**src/rtl/fpu_divsqrt_param.sv**
```systemverilog
// Iterative floating-point divide / square-root unit. Width is configurable,
// results are truncated, denormal inputs are treated as zero.
module fpu_divsqrt_param #(
   parameter  int EXP_W = 8,
   parameter  int MAN_W = 23,
   localparam int W     = 1 + EXP_W + MAN_W
) (
   input  logic         clk,
   input  logic         rst,
   input  logic         start,
   input  logic [W-1:0] inpA,
   input  logic [W-1:0] inpB,
   input  logic         operation,
   output logic [W-1:0] res,
   output logic [3:0]   flags,
   output logic         busy,
   output logic         ready
);
   // state | meaning
   // IDLE  | waiting for start
   // PREP  | classify operands, resolve specials or set up the recurrence
   // ITER  | one quotient/root bit per cycle, MAN_W+1 cycles
   // NORM  | exponent range check, write result
   // DONE  | ready pulse; start here is accepted immediately
   typedef enum logic [2:0] {IDLE, PREP, ITER, NORM, DONE} state_t;

   localparam int MW = MAN_W + 1;
   localparam int RW = MW + 3;
   localparam int EW = EXP_W + 3;
   localparam int CW = $clog2(MAN_W + 1);
   localparam logic signed [EW-1:0] BIAS = EW'((1 << (EXP_W - 1)) - 1);
   localparam logic signed [EW-1:0] EMAX = EW'((1 << EXP_W) - 1);
   localparam logic [W-2:0] INF_MAG = {{EXP_W{1'b1}}, {MAN_W{1'b0}}};
   localparam logic [W-1:0] QNAN    = {1'b0, {EXP_W{1'b1}}, 1'b1, {(MAN_W-1){1'b0}}};
   localparam logic [3:0] F_NV = 4'b1000, F_DZ = 4'b0100, F_OF = 4'b0010, F_UF = 4'b0001;

   state_t state, state_nx;

   logic [W-1:0]           a_r, b_r;
   logic                   op_r, sign_r;
   logic signed [EW-1:0]   exp_r;
   logic [RW-1:0]          rem;
   logic [MW-1:0]          dvs, q;
   logic [2*MW-1:0]        rad;
   logic [CW-1:0]          cnt;

   logic                   sa, sb, za, zb, ia, ib, na, nb;
   logic [EXP_W-1:0]       ea, eb;
   logic [MAN_W-1:0]       fa, fb;
   logic [MW-1:0]          ma, mb;

   assign sa = a_r[W-1];
   assign sb = b_r[W-1];
   assign ea = a_r[W-2:MAN_W];
   assign eb = b_r[W-2:MAN_W];
   assign fa = a_r[MAN_W-1:0];
   assign fb = b_r[MAN_W-1:0];
   assign ma = {1'b1, fa};
   assign mb = {1'b1, fb};
   assign za = (ea == '0);
   assign zb = (eb == '0);
   assign ia = (&ea) && (fa == '0);
   assign ib = (&eb) && (fb == '0);
   assign na = (&ea) && (fa != '0);
   assign nb = (&eb) && (fb != '0);

   logic           spec_hit;
   logic [W-1:0]   spec_res;
   logic [3:0]     spec_flags;

   always_comb begin
      spec_hit   = 1'b1;
      spec_res   = '0;
      spec_flags = '0;
      if (op_r) begin
         if (na)      begin spec_res = QNAN; spec_flags = F_NV; end
         else if (za) spec_res = {sa, {(W-1){1'b0}}};
         else if (sa) begin spec_res = QNAN; spec_flags = F_NV; end
         else if (ia) spec_res = {1'b0, INF_MAG};
         else         spec_hit = 1'b0;
      end else begin
         if (na || nb || (za && zb) || (ia && ib)) begin
            spec_res = QNAN; spec_flags = F_NV;
         end
         else if (ia) spec_res = {sa ^ sb, INF_MAG};
         else if (ib || za) spec_res = {sa ^ sb, {(W-1){1'b0}}};
         else if (zb) begin spec_res = {sa ^ sb, INF_MAG}; spec_flags = F_DZ; end
         else         spec_hit = 1'b0;
      end
   end

   logic signed [EW-1:0] e_div, e_unb, e_sq;
   assign e_div = $signed({3'b000, ea}) - $signed({3'b000, eb}) + BIAS;
   assign e_unb = $signed({3'b000, ea}) - BIAS;
   assign e_sq  = e_unb - EW'(e_unb[0]);

   // Shared restoring step: sqrt brings down two radicand bits per cycle,
   // divide compares the running remainder against the divisor.
   logic [RW-1:0] rem_sh, trial, diff, rem_nx;
   logic          ge;

   always_comb begin
      rem_sh = rem;
      trial  = RW'(dvs);
      if (op_r) begin
         rem_sh = {rem[RW-3:0], rad[2*MW-1 -: 2]};
         trial  = RW'({q, 2'b01});
      end
      ge     = (rem_sh >= trial);
      diff   = rem_sh - trial;
      rem_nx = ge ? diff : rem_sh;
   end

   always_comb begin
      state_nx = state;
      case (state)
         IDLE:    if (start) state_nx = PREP;
         PREP:    state_nx = spec_hit ? DONE : ITER;
         ITER:    if (cnt == CW'(MAN_W)) state_nx = NORM;
         NORM:    state_nx = DONE;
         DONE:    state_nx = start ? PREP : IDLE;
         default: state_nx = IDLE;
      endcase
   end

   always_ff @(posedge clk or negedge rst) begin
      if (!rst) state <= IDLE;
      else      state <= state_nx;
   end

   always_ff @(posedge clk or negedge rst) begin
      if (!rst) begin
         a_r <= '0; b_r <= '0; op_r <= 1'b0; sign_r <= 1'b0; exp_r <= '0;
         rem <= '0; dvs <= '0; q <= '0; rad <= '0; cnt <= '0;
         res <= '0; flags <= '0;
      end else begin
         case (state)
            IDLE, DONE: begin
               if (start) begin
                  a_r  <= inpA;
                  b_r  <= inpB;
                  op_r <= operation;
               end
            end
            PREP: begin
               if (spec_hit) begin
                  res   <= spec_res;
                  flags <= spec_flags;
               end else begin
                  cnt <= '0;
                  q   <= '0;
                  dvs <= mb;
                  if (op_r) begin
                     sign_r <= 1'b0;
                     rem    <= '0;
                     exp_r  <= (e_sq >>> 1) + BIAS;
                     rad    <= e_unb[0] ? {ma, 1'b0, {MAN_W{1'b0}}}
                                        : {1'b0, ma, {MAN_W{1'b0}}};
                  end else begin
                     sign_r <= sa ^ sb;
                     rad    <= '0;
                     if (ma < mb) begin
                        rem   <= RW'({ma, 1'b0});
                        exp_r <= e_div - EW'(1);
                     end else begin
                        rem   <= RW'(ma);
                        exp_r <= e_div;
                     end
                  end
               end
            end
            ITER: begin
               q   <= {q[MW-2:0], ge};
               cnt <= cnt + CW'(1);
               rad <= rad << 2;
               rem <= op_r ? rem_nx : {rem_nx[RW-2:0], 1'b0};
            end
            NORM: begin
               if (exp_r >= EMAX) begin
                  res   <= {sign_r, INF_MAG};
                  flags <= F_OF;
               end else if (exp_r[EW-1] || exp_r == '0) begin
                  res   <= {sign_r, {(W-1){1'b0}}};
                  flags <= F_UF;
               end else begin
                  res   <= {sign_r, exp_r[EXP_W-1:0], q[MAN_W-1:0]};
                  flags <= '0;
               end
            end
            default: ;
         endcase
      end
   end

   assign busy  = (state == PREP) || (state == ITER) || (state == NORM);
   assign ready = (state == DONE);

endmodule

```
**config.mk**
```make
export PLATFORM = sky130hd
export DESIGN_NAME = fpu_divsqrt_param
export DESIGN_NICKNAME = d
export VERILOG_FILES = /design/src/rtl/fpu_divsqrt_param.sv
export SDC_FILE = /design/constraint.sdc
export NUM_CORES = 1
export LEC_CHECK = 0
export CORE_AREA = 2 2 283 215
export CTS_BUF_LIST = sky130_fd_sc_hd__clkbuf_16
export DETAILED_ROUTE_END_ITERATION = 12
export DIE_AREA = 0 0 285 217
export HOLD_SLACK_MARGIN = 0.08
export PLACE_DENSITY_LB_ADDON = 0.3
export SLEW_MARGIN = 10
export SYNTH_ARGS = -nofsm -noshare
export SYNTH_HDL_FRONTEND = slang
export SYNTH_SLANG_ARGS = --single-unit
```
**constraint.sdc**
```tcl
create_clock -name clk -period 5.5 [get_ports clk]
set_clock_uncertainty 0.15 [all_clocks]
set_input_delay 1.375 -clock clk [delete_from_list [all_inputs] [get_ports clk]]
set_output_delay 1.375 -clock clk [all_outputs]
set_load 0.02 [all_outputs]
```
==> flow_metrics.tcl <==
set metrics [dict create \
    grt_use_total 0.141 \
    die_h_um 217 \
    setup_tns_ns 0 \
    reg2reg_from "op_r" \
    cts_resized 0 \
    ys_types 76 \
    worst_pin_slew_ns 1.09 \
    netlist_top_cells_area "dfrtp_1 41%, ha_1 5.8%, mux2_2 4.8%" \
    setup_viol 0 \
    syn_nets 1593 \
    min_period_ns 4.69 \
    crit_start "op_r" \
    layout_commonest_cell "dfrtp_1" \
    synth_top_area_share 0.410 \
    placed_area_um2 15300 \
    synth_top_flop_cell "dfrtp_1" \
    die-area_um2 61800 \
    worst_setup_path_end_kind "flip-flop" \
    antenna_left 0 \
    rsz0062_at_grt "false" \
    htree_levels 1 \
    drv_cap 0 \
    grt_pass1_wl_um 68500 \
    synth-seq-cells 221 \
    layout_common_cells "220 x dfrtp_1, 163 x nand2_1, 121 x o21ai_0" \
    antenna_cells 0 \
    fin_nets 1653 \
    post_cts_buffers 0 \
    via_count 11400 \
    cts_sinks 221 \
    critical_path_required_ns 5.81 \
    grt_pass1_vias 11100 \
    yosysWarnings 0 \
    synthArstFlopShare 1.00 \
    hold_path_startpoint "sign_r" \
    fin_ws_ns 0.812 \
    slew_viol_final 0 \
    drive_gt1_frac 0.0936 \
    cp_max_fo 63 \
    io_pins 106 \
    core_region_area_um2 59500 \
    gr-total-overflow 0 \
    syn2layout_area_growth_pct 19.6 \
    start_util 0.226 \
    placementRows 78 \
    routed_wl_um 43800 \
    dp_slack_ns 0.873 \
    finalCritPeriodShare 0.852 \
    utilization 0.271 \
    clkLatencyLatePin_ns 0.58 \
    drc 0 \
    fillers 6329 \
    crit_type "flip-flop to flip-flop" \
    firstDrtPassIters 5 \
    hpwl_um 32400 \
    timing.fmax_mhz 213 \
    hold_viol 0 \
    clock_path_buffers 3 \
    synth_area_um2 13500 \
    drt_iter0_markers 1017 \
    final_area_um2 16100 \
    path_clk_slew_ns 0.07 \
    arrival_ns 5.00 \
    hold_buffers 0 \
    numCtsBuffers 25 \
    yosysTopAreaCell "dfrtp_1" \
    post_drt_via_cell_ratio 4.88 \
    ys_seq_area_frac 0.410 \
    grt_max_degree 103 \
    antenna_found_initial 0 \
    clock-root-buffer "clkbuf_16" \
    syn_inst 1461 \
    io_buffers 105 \
    die_w_um 285 \
    synth-edff-count 0 \
    cts_tree "done" \
    hp-class "flip-flop to flip-flop" \
    start_kind "flip-flop" \
    wl_per_cell_um 18.7 \
    reg2reg_depth 12 \
    gp_congestion 0.849 \
    postSynthAreaPerCell_um2 9.23 \
    slew_headroom 0.273 \
    status "finished clean" \
    holdPathStages 2 \
]
worst max-delay path, stage by stage (launching register included):
cell and delay [ns]:
dfrtp_4 0.99, mux2_2 0.45, ha_1 0.38, nand3_1 0.19
o21bai_1 0.24, a211oi_2 0.42, o31ai_4 0.16, a21boi_2 0.25
a21bo_1 0.31, buf_4 0.35, mux2i_1 0.23, nor2_1 0.05
o32a_1 0.36
flip-flops by register name, indices dropped and copies added (netlist names):
register  cells
b_r          32
a_r          32
rad          25
rem          27
dvs          24
q            24
res          32
cnt           5
op_r          1
state         3
sign_r        1
flags         4
exp_r        11
synthesized netlist by cell type (24+ instances only):
library cell	number
a31oi_1	26
o21ai_0	121
mux2i_1	62
nor3_1	35
nand3_1	67
nand2_1	164
a22o_1	47
clkbuf_1	56
mux2_2	57
buf_2	24
ha_1	62
a21oi_1	73
xnor2_1	26
dfrtp_1	221
nor2_1	87
inv_1	51
xor2_1	25
area by class of cell:
class	count	area, um^2	area share
clock buffer	25	626	0.0388
inverter	53	199	0.0123
sequential	221	5530	0.343
multi-input combinational	1093	7360	0.457
timing repair buffer	127	1230	0.0765
clock inverter	20	164	0.0102
tap	800	1000	0.0621
kinds of logic (layout without fill, tap and decap cells):
kind of cell             count (synthesis)  count (layout)  share of synthesized area
XOR/XNOR                                51              51                     0.0331
buffers and inverters                  147             225                     0.0454
flip-flops                             221             221                      0.410
AO/OA/AOI/OAI                          410             410                      0.201
multiplexers                           121             121                     0.0959
adder cells (fa/ha/maj)                 64              64                     0.0605
AND/OR/NAND/NOR                        447             447                      0.154
final timing paths:
kind	slack (ns)	to
max	0.81	rem[15]
min	0.33	sign_r
max reg2reg	0.81	rem[15]
min reg2reg	0.33	sign_r
max in group asynchronous	3.35	a_r[27]
min in group asynchronous	0.63	dvs[10]
stage by stage:
step | hold WS (ns) | cells
4_1_cts | 0.326 | 2339
6_report | 0.329 | 2339
5_1_grt | 0.353 | 2339
3_5_place_dp | 0.308 | 2294
3_3_place_gp | 0.303 | 2294
2_1_floorplan | 0.284 | 1461
routing by layer:
layer  global-route usage  vias up  share of wire
li1                     -     5454              -
met1                0.210     5605           0.50
met2                0.208      294           0.43
met3               0.0268       51          0.055
met4               0.0298        2          0.019
met5              0.00625        -         0.0013
Power is not shown: default switching activity piles up to over one toggle a cycle in this logic, so the estimate is an artifact.
